[config.mk]
export PLATFORM = sky130hd
export DESIGN_NAME = radix4_online_mult_sequencer
export DESIGN_NICKNAME = d
export VERILOG_FILES = /design/src/rtl/radix4_online_mult_sequencer_pkg.sv /design/src/rtl/radix4_online_mult_sequencer_digit_shifter.sv /design/src/rtl/radix4_online_mult_sequencer.sv
export SDC_FILE = /design/constraint.sdc
export NUM_CORES = 1
export LEC_CHECK = 0
export ABC_AREA = 1
export ABC_CLOCK_PERIOD_IN_PS = 2100
export BUFFER_PORTS_ARGS = -buffer_cell sky130_fd_sc_hd__buf_4
export CORE_MARGIN = 2
export CORE_UTILIZATION = 25
export CTS_BUF_LIST = sky130_fd_sc_hd__clkbuf_8
export CTS_CLUSTER_SIZE = 40
export DETAILED_ROUTE_END_ITERATION = 7
export HOLD_SLACK_MARGIN = 0.02
export PLACE_DENSITY = 0.4
export SYNTH_ARGS = -nofsm -noshare
export SYNTH_HDL_FRONTEND = slang
export SYNTH_HIERARCHICAL = 1
export SYNTH_SLANG_ARGS = --single-unit
[constraint.sdc]
create_clock -name clk -period 2.1 [get_ports clk]
set_clock_uncertainty 0.1 [all_clocks]
set_input_delay 0.105 -clock clk [delete_from_list [all_inputs] [get_ports clk]]
set_output_delay 0.105 -clock clk [all_outputs]
set_load 0.005 [all_outputs]
[src/rtl/radix4_online_mult_sequencer_pkg.sv]
// Shared state encoding, constants and sizing helper for the radix-4 online multiplier sequencer.
package radix4_online_mult_sequencer_pkg;

  typedef enum logic [1:0] {
    IDLE,
    CLEAR,
    FEED,
    DONE
  } seq_state_t;

  localparam int CLEAR_CYCLES = 2;
  localparam logic [2:0] ZERO_DIGIT = 3'b000;

  // Counter must reach DELTA + 2*NO_OF_DIGITS - 1 in full-result mode.
  function automatic int cnt_width(input int no_of_digits, input int delta);
    return $clog2(2 * no_of_digits + delta + 1);
  endfunction

endpackage

[src/rtl/radix4_online_mult_sequencer_digit_shifter.sv]
// MSD-first parallel-load / shift-left register of signed digits; new digits enter at the LSD slot.
module radix4_digit_shifter #(
  parameter int DIGITS     = 16,
  parameter int RADIX_BITS = 3
) (
  input  logic                         clk,
  input  logic                         reset,
  input  logic                         load,
  input  logic [DIGITS*RADIX_BITS-1:0] load_value,
  input  logic                         shift,
  input  logic [RADIX_BITS-1:0]        shift_in,
  output logic [DIGITS*RADIX_BITS-1:0] data
);

  localparam int W = DIGITS * RADIX_BITS;

  always_ff @(posedge clk) begin
    if (reset) begin
      data <= '0;
    end else if (load) begin
      data <= load_value;
    end else if (shift) begin
      data <= {data[W-RADIX_BITS-1:0], shift_in};
    end
  end

endmodule

[src/rtl/radix4_online_mult_sequencer.sv]
// Sequencer for one radix-4 online multiplication on the digit-serial multiplier.
// Optional macro RADIX4_SEQ_BUSY_ERR_EN adds a sticky busy_err output for starts issued while busy.
module radix4_online_mult_sequencer
  import radix4_online_mult_sequencer_pkg::*;
#(
  parameter int NO_OF_DIGITS = 16,
  parameter int RADIX_BITS   = 3,
  parameter int DELTA        = 2
) (
  input  logic                                 clk,
  input  logic                                 reset,
  input  logic                                 start,
  input  logic                                 full_sel,
  input  logic [NO_OF_DIGITS*RADIX_BITS-1:0]   x_op,
  input  logic [NO_OF_DIGITS*RADIX_BITS-1:0]   y_op,
  output logic                                 ready,
  output logic [RADIX_BITS-1:0]                mul_x,
  output logic [RADIX_BITS-1:0]                mul_y,
  output logic                                 mul_full_result_sel,
  output logic                                 mul_extern_reset,
  input  logic [RADIX_BITS-1:0]                mul_z,
  output logic [2*NO_OF_DIGITS*RADIX_BITS-1:0] result,
  output logic                                 result_valid
`ifdef RADIX4_SEQ_BUSY_ERR_EN
  ,
  output logic                                 busy_err
`endif
);

  localparam int W     = NO_OF_DIGITS * RADIX_BITS;
  localparam int CNT_W = cnt_width(NO_OF_DIGITS, DELTA);

  seq_state_t state, state_next;
  logic [CNT_W-1:0] cnt, cnt_next, last_cnt;
  logic full_sel_q;
  logic accept, feed_shift, capture, feeding_operands;
  logic [W-1:0] x_sh, y_sh;
  logic [2*W-1:0] res_sh;
  logic unused_sh_bits;

  assign last_cnt = full_sel_q ? CNT_W'(DELTA + 2 * NO_OF_DIGITS - 1)
                               : CNT_W'(DELTA + NO_OF_DIGITS - 1);

  always_ff @(posedge clk) begin
    if (reset) begin
      state      <= IDLE;
      cnt        <= '0;
      full_sel_q <= 1'b0;
    end else begin
      state <= state_next;
      cnt   <= cnt_next;
      if (accept) begin
        full_sel_q <= full_sel;
      end
    end
  end

  always_comb begin
    state_next = state;
    cnt_next   = cnt;
    accept     = 1'b0;
    feed_shift = 1'b0;
    capture    = 1'b0;
    case (state)
      IDLE, DONE: begin
        if (start) begin
          accept     = 1'b1;
          state_next = CLEAR;
          cnt_next   = '0;
        end
      end
      CLEAR: begin
        if (cnt == CNT_W'(CLEAR_CYCLES - 1)) begin
          state_next = FEED;
          cnt_next   = '0;
        end else begin
          cnt_next = cnt + 1'b1;
        end
      end
      FEED: begin
        feed_shift = 1'b1;
        // The first DELTA product digits are the multiplier's online delay and carry no value.
        capture    = (cnt >= CNT_W'(DELTA));
        if (cnt == last_cnt) begin
          state_next = DONE;
        end else begin
          cnt_next = cnt + 1'b1;
        end
      end
      default: state_next = IDLE;
    endcase
  end

  radix4_digit_shifter #(.DIGITS(NO_OF_DIGITS), .RADIX_BITS(RADIX_BITS)) u_x_sh (
    .clk        (clk),
    .reset      (reset),
    .load       (accept),
    .load_value (x_op),
    .shift      (feed_shift),
    .shift_in   (RADIX_BITS'(ZERO_DIGIT)),
    .data       (x_sh)
  );

  radix4_digit_shifter #(.DIGITS(NO_OF_DIGITS), .RADIX_BITS(RADIX_BITS)) u_y_sh (
    .clk        (clk),
    .reset      (reset),
    .load       (accept),
    .load_value (y_op),
    .shift      (feed_shift),
    .shift_in   (RADIX_BITS'(ZERO_DIGIT)),
    .data       (y_sh)
  );

  radix4_digit_shifter #(.DIGITS(2 * NO_OF_DIGITS), .RADIX_BITS(RADIX_BITS)) u_res_sh (
    .clk        (clk),
    .reset      (reset),
    .load       (accept),
    .load_value ('0),
    .shift      (capture),
    .shift_in   (mul_z),
    .data       (res_sh)
  );

  assign unused_sh_bits = ^{x_sh[W-RADIX_BITS-1:0], y_sh[W-RADIX_BITS-1:0]};

  assign feeding_operands    = (state == FEED) && (cnt < CNT_W'(NO_OF_DIGITS));
  assign mul_x               = feeding_operands ? x_sh[W-1 -: RADIX_BITS] : RADIX_BITS'(ZERO_DIGIT);
  assign mul_y               = feeding_operands ? y_sh[W-1 -: RADIX_BITS] : RADIX_BITS'(ZERO_DIGIT);
  assign mul_extern_reset    = reset || (state == CLEAR);
  assign mul_full_result_sel = full_sel_q;
  assign ready               = (state == IDLE) || (state == DONE);
  assign result_valid        = (state == DONE);

  // Truncated products occupy only the low half of the shift register; move them to the MSD half.
  assign result = full_sel_q ? res_sh : {res_sh[W-1:0], {W{1'b0}}};

`ifdef RADIX4_SEQ_BUSY_ERR_EN
  always_ff @(posedge clk) begin
    if (reset) begin
      busy_err <= 1'b0;
    end else if (accept) begin
      busy_err <= 1'b0;
    end else if (start && !ready) begin
      busy_err <= 1'b1;
    end
  end
`endif

endmodule

==> key figures, run 1 <==
Outcome
  – Status: finished, final reports clean

Global route
  – Pin count of the biggest net entering global routing: 71
  – GR Util All Layers: 16.4%
  – Total congestion overflow: 0
  – First-pass GRT wire length: 59,800 microns
  – Vias in the first global route: 11,512
  – Antenna violations before repair: 0

Run
  – Maxcap violations: 0

Min path
  – Hold path cells: 6
  – Min-Delay Endpoint: u_y_sh/data[0]
  – Hold/Removal Path Class: in -> reg
  – Worst Min Path Start: y_op[0]

Floorplanning
  – Core Region: 43,200 sq um
  – Core Rows: 76
  – Die height: 213 microns
  – Die Area: 45,500 sq um
  – Starting Density: 25.4%
  – Top-Level Pins: 209
  – Die width: 213 microns

Timing
  – Hold Vio Cnt, Final: 0
  – Tcrit/Tclk final: 92.5%
  – Setup-failing EPs final: 0
  – Setup Total Neg Slack: 0 ns
  – Slew @ Worst Pin: 0.665 ns
  – Fmax: 515 MHz
  – Period minus WS final: 1.94 ns
  – Max Slew Vio Count: 0
  – Max-slew headroom: 55.7%

Drt
  – Violation count after the first detailed-routing iteration: 574
  – Antenna viol nets, final: 0
  – Vias per cell: 4.21
  – TritonRoute pass-1 iters: 6
  – Routed WL: 38,400 microns
  – # DRC: 0
  – WL/cell: 13.6 microns
  – Vias: 11,911

Finish
  – Final std cells w/o fill: 2,827
  – P&R area growth vs syn: 43.0%
  – Layout cells sized above 1: 15.3%
  – Inserted Diodes: 0
  – Nets: 2,330

Synth
  – YS warnings: 6
  – Distinct cells, synth: 28
  – Average cell area after synthesis: 5.99 sq um
  – Synth Register Bits: 201
  – Synthesized cell area: 11,000 sq um
  – Post-synth top area share: 36.7%
  – Sequential element share of the synthesized area: 36.7%
  – Area contributors post-synth: dfxtp_1 (37%), nand2_1 (28%), nand3_1 (17%)
  – Cells after Synth: 1,830
  – Top cell type by total area after synthesis: dfxtp_1

Worst setup path
  – CP Capture Type: register
  – Crit start category: register
  – Worst-case reg-to-reg path depth: 11
  – Crit path required time: 2.52 ns
  – FF-to-FF End: u_x_sh/data[2]
  – Reg2Reg Setup Slack: 0.16 ns
  – R2R Path Start: state[0]
  – Crit path DAT: 2.36 ns
  – Setup CP Type: reg -> reg
  – Crit path max fanout: 23

Placement
  – Final HPWL DP: 22,500 microns
  – Number of buffers inserted by port buffering: 208
  – Post-Place Cells: 2,641
  – Final GP Congestion: 0.766

CTS
  – CTS Buf Count: 42
  – CTS H-tree lvls: 2
  – Clock root buffer master: clkbuf_8
  – CTS tree: built
  – Clock sink total: 201
  – Clock transition at path regs: 0.06 ns
  – Clk_lat worst skew: 0.58 ns
  – Clock buffer depth: 3

Power and ir drop
  – Maximum vdd ir drop: 0.496 mV
  – Power per cell area: 1080 nW/um^2
  – Leakage: 8.98 nW
[routing by layer]
metal	up-vias	global-route usage [%]	part of all wire, %
met5	-	0	0
met2	248	27.8	46
met3	39	3.24	5.4
met1	5389	21.2	47
li1	6235	-	-
met4	0	4.84	1.8
[synth_stat cells, drive strengths merged]
master / count
conb: 1
nor2: 19
buf: 88
a21oi: 15
clkbuf: 28
nand2: 811
o2111ai: 1
nand4: 4
dfxtp: 201
nand3: 377
xor2: 1
inv: 272
ha: 7
or2: 1
nor3: 1
o21ai: 3
[layout by cell type (no fill, tap or decap), drive strengths merged]
cell type,count
conb,102
nand4,4
o21ai,3
o2111ai,1
nand3,377
dlygate4sd3,103
buf,250
clkinvlp,1
or2,1
inv,283
a21oi,15
nor3,1
dfxtp,201
bufbuf,2
nor2,19
clkbuf,57
xor2,1
nand2,811
clkinv,3
ha,7
[layout make-up]
type                    instances  area, sq um
fillers                      4833        27500
multi-input cells            1342         5720
flip-flops and latches        201         4030
repair buffers                361         3380
inverters                     272         1030
well taps                     585          732
clock buffers                  51          702
clock inverters                15         60.1
[worst max path at each step]
| stage | endpoint | slack (ns) | cells after the start | startpoint |
|---|---|---|---|---|
| after global placement | u_res_sh/data[48] | 0.07 | 10 | cnt[1] |
| after CTS | result[49] | 0.01 | 5 | mul_full_result_sel |
| after global routing | u_x_sh/data[2] | -0.006 | 11 | state[0] |
| after floorplan | u_res_sh/data[43] | 0.12 | 12 | state[0] |
| final | u_x_sh/data[2] | 0.16 | 11 | state[0] |
| after detailed placement | u_res_sh/data[48] | 0.07 | 10 | cnt[1] |
[state kept, by name, summed over array words and instances, names as in the netlist]
name                 count
cnt                      6
u_y_sh/data             48
mul_full_result_sel      1
state                    2
u_x_sh/data             48
u_res_sh/data           96
[through the flow]
stage | hold slack (ns) | cell area [sq um] | power (W) | util [%] | setup WS (ns)
final | 0.260 | 15700 | 0.0170 | 36.3 | 0.158
after global routing | 0.265 | 15700 | 0.0184 | 36.3 | -0.00642
after CTS | 0.203 | 15400 | 0.0167 | 35.7 | 0.0113
after detailed placement | 0.305 | 13500 | 0.0123 | 31.3 | 0.0744
after global placement | 0.299 | 13500 | 0.0123 | 31.3 | 0.0682
after floorplan | 0.0674 | 11300 | 0.00979 | - | 0.125
[where the power goes]
group / leakage (nW) / internal (W) / switching, W
registers: 1.65 / 0.00468 / 0.000657
logic: 6.89 / 0.00311 / 0.00454
clock network: 0.441 / 0.00215 / 0.00181
total: 8.98 / 0.00995 / 0.00701
[worst max-delay path: stages (launching register included)]
cell and delay, ns:
dfxtp_2 0.35, inv_1 0.08, ha_4 0.26, nand2_2 0.10
clkinv_4 0.11, clkbuf_4 0.21, nor2_4 0.22, buf_12 0.20
nand2_1 0.07, nand3_1 0.07, nand2_1 0.05, inv_1 0.05
[what timing repair did]
action,CTS,global route
setup endpoints to repair,6,128
hold buffers,103,0
gates cloned,2,6
buffers inserted,1,8
pin swaps,0,1
gates resized for setup,4,16
hold endpoints to repair,111,0
[kinds of logic after synthesis]
family / share of synthesized area [%]
AO/OA/AOI/OAI: 0.936
XOR/XNOR: 0.0799
adder cells (fa/ha/maj): 0.799
buffers and inverters: 14.9
flip-flops: 36.7
other: 0.0342
AND/OR/NAND/NOR: 46.6
No activity file was read; power rests on OpenSTA's default activity.
==> inputs of run 2 (changes only) <==
--- a/config.mk
+++ b/config.mk
@@ -5,7 +5,6 @@
 export SDC_FILE = /design/constraint.sdc
 export NUM_CORES = 1
 export LEC_CHECK = 0
-export ABC_AREA = 1
 export ABC_CLOCK_PERIOD_IN_PS = 2100
 export BUFFER_PORTS_ARGS = -buffer_cell sky130_fd_sc_hd__buf_4
 export CORE_MARGIN = 2
@@ -15,6 +14,7 @@
 export DETAILED_ROUTE_END_ITERATION = 7
 export HOLD_SLACK_MARGIN = 0.02
 export PLACE_DENSITY = 0.4
+export REMOVE_ABC_BUFFERS = 1
 export SYNTH_ARGS = -nofsm -noshare
 export SYNTH_HDL_FRONTEND = slang
 export SYNTH_HIERARCHICAL = 1
==> run 2 against run 1 <==
Compared with the run above: register-to-register slack worse by 0.05 ns; final area decreased by 4.0%; total power grew 4.1%; combinational power about the same; first-iteration DRC count down 53%; non-clock buffer count fell by 7; synthesized area shrank 3.9%; die area down 3.8%; core utilization fell by 0.28 points; via count fell by 26%; highest routed layer unchanged.
==> key figures, run 2 <==
Outcome
  – Status: finished, final reports clean

Synth
  – Top post-synthesis cells by count: dfxtp_1 (201), nor2b_1 (194), mux2i_1 (193)
  – Area contributors post-synth: dfxtp_1 (38%), mux2i_1 (18%), a211oi_1 (13%)
  – Cells after Synth: 1,045
  – Asr flop ratio synth: 0%
  – Most common cell in the netlist: dfxtp_1
  – Post-synth top area share: 38.2%
  – Synthesized cell area: 10,500 sq um
  – Number of flops mapped to enable cells by yosys: 0
  – Synth Register Bits: 201
  – Distinct cells, synth: 39
  – Top cell type by total area after synthesis: dfxtp_1
  – YS warnings: 6
  – Sequential element share of the synthesized area: 38.2%
  – Top_reg_cell synth: dfxtp_1
  – Average cell area after synthesis: 10.1 sq um

Finish
  – Inserted Diodes: 0
  – Commonest non-fill, non-tap cell in the layout: buf_4
  – Final std cells w/o fill: 2,008
  – Largest Register: u_res_sh/data
  – Number of flip-flops in the largest register: 96
  – Regs by FF count: u_res_sh/data x96, u_x_sh/data x48, u_y_sh/data x48
  – Post-route design area: 15,000 sq um
  – Layout cells sized above 1: 25.0%
  – Most frequent cells in the layout: buf_4 (227), dfxtp_1 (199), nor2b_1 (194)
  – Nets: 1,555
  – P&R area growth vs syn: 42.7%

Worst setup path
  – Reg2Reg Setup Slack: 0.11 ns
  – Crit path launch: mul_full_result_sel
  – Worst-case reg-to-reg path depth: 6
  – Crit start category: register
  – Crit path required time: 1.89 ns
  – Crit path max fanout: 60
  – Setup crit end: result[75]
  – R2R Path Start: state[0]
  – Setup CP Type: reg -> out
  – FF-to-FF End: u_y_sh/data[38]
  – Crit path DAT: 1.81 ns
  – CP Capture Type: output port

Global route
  – Antenna violations before repair: 0
  – Vias in the first global route: 9,279
  – First-pass GRT wire length: 50,700 microns
  – Pin count of the biggest net entering global routing: 65
  – Total congestion overflow: 0
  – GR Util All Layers: 14.3%

Power and ir drop
  – Leakage: 5.76 nW
  – Internal power: 0.0114 W
  – Power per cell area: 1170 nW/um^2
  – Logic pwr share: 43.4%
  – Sw Pwr: 0.00629 W
  – Switching share of power: 35.6%
  – Sequential power share: 35.5%
  – Total power: 0.0177 W
  – Maximum vdd ir drop: 0.485 mV
  – Clock power frac: 21.1%

Floorplanning
  – Starting Density: 25.2%
  – Die Area: 43,800 sq um
  – Top-Level Pins: 209
  – Core Region: 41,800 sq um
  – Die width: 209 microns
  – Die height: 209 microns
  – Core Rows: 75

Drt
  – Antenna viol nets, final: 0
  – WL/cell: 15.9 microns
  – Routed WL: 31,800 microns
  – Violation count after the first detailed-routing iteration: 271
  – # DRC: 0
  – Vias per cell: 4.40
  – TritonRoute pass-1 iters: 6
  – Vias: 8,829

Timing
  – Unrepaired setup endpoints after global routing: false
  – Setup-failing EPs final: 0
  – Setup Total Neg Slack: 0 ns
  – Max Slew Vio Count: 0
  – Period minus WS final: 2.01 ns
  – Slew @ Worst Pin: 0.640 ns
  – Hold Vio Cnt, Final: 0
  – Fmax: 497 MHz
  – Max-slew headroom: 57.3%
  – Tcrit/Tclk final: 95.9%

CTS
  – CTS H-tree lvls: 2
  – CTS Buf Count: 40
  – Clk_lat worst skew: 0.56 ns
  – Clock sink total: 201
  – CTS tree: built
  – Clock buffer depth: 3
  – Clock root buffer master: clkbuf_8
  – Clock transition at path regs: 0.05 ns

Run
  – Maxcap violations: 0

Min path
  – Hold path cells: 4
  – Hold/Removal Path Class: in -> reg

Placement
  – Number of buffers inserted by port buffering: 208
  – Final HPWL DP: 19,200 microns
  – Final GP Congestion: 0.707
  – Post-Place Cells: 1,829
  – Area post-placement: 13,100 sq um
run 2: cell types whose count changed after synthesis, sizes merged, moves of 11 or more:
cell,before,now
nor2,19,8
a21oi,15,3
nor2b,0,194
nand3,377,7
nand2,811,4
and2,0,49
a211oi,0,193
mux2i,0,193
buf,88,45
mux2,0,50
inv,272,7
clkbuf,28,52
run 2: worst min-delay path by stage:
stage,start,endpoint,slack [ns]
after global placement,full_sel,mul_full_result_sel,0.29
after detailed placement,full_sel,mul_full_result_sel,0.27
after floorplan,reset,u_res_sh/data[69],0.07
final,full_sel,mul_full_result_sel,0.26
after CTS,full_sel,mul_full_result_sel,0.21
after global routing,full_sel,mul_full_result_sel,0.25
run 2: power groups by stage:
stage	Sequential, W	Combinational [W]	Clock (W)
detailed placement	0.00636	0.00720	0
finish	0.00627	0.00766	0.00373
global placement	0.00638	0.00715	0
global route	0.00649	0.00842	0.00411
CTS	0.00630	0.00771	0.00397
floorplan	0.00593	0.00454	0
run 2: routing by layer:
metal | global-route usage, % | share of wire [%] | vias up
li1 | - | - | 4486
met1 | 19.0 | 48 | 4134
met2 | 22.9 | 45 | 175
met3 | 3.40 | 4.9 | 34
met4 | 4.51 | 1.6 | 0
met5 | 0 | 0 | -
run 2: layout make-up:
type | instances | area (sq um)
Clock inverter | 19 | 73.8
Tap cell | 539 | 674
Fill cell | 4246 | 26700
Sequential cell | 201 | 4030
Multi-Input combinational cell | 841 | 6330
Timing Repair Buffer | 354 | 3250
Clock buffer | 47 | 647
Inverter | 7 | 27.5
run 2: what timing repair did:
item,CTS,global route
hold endpoints to repair,130,0
gates cloned,3,1
pin swaps,0,1
endpoints found under the setup margin,24,42
gates resized for setup,2,4
buffers inserted,0,5
hold buffers,104,0
run 2: logic make-up (layout without fill, tap and decap cells):
group	Yosys count	in the layout	share of synthesized area (%)
AOI/OAI and AO/OA	209	209	15.1
adders and majority gates	7	7	0.831
buffers and inverters	104	427	5.72
DFF	201	201	38.2
muxes	243	243	23.7
other	1	102	0.0356
and+or+nand+nor	280	280	16.5
run 2: critical path: stages (launching register included):
cell and delay (ns):
dfxtp_4 0.41, buf_16 0.24, mux2_2 0.40, buf_4 0.14
run 2: stage by stage:
step                      util, %  setup slack (ns)  hold slack (ns)
final                        36.0            0.0867            0.255
after global routing         36.0           0.00207            0.247
after CTS                    35.8            0.0113            0.205
after detailed placement     31.3            0.0465            0.267
after global placement       31.3            0.0845            0.288
after floorplan                 -            -13.14           0.0696
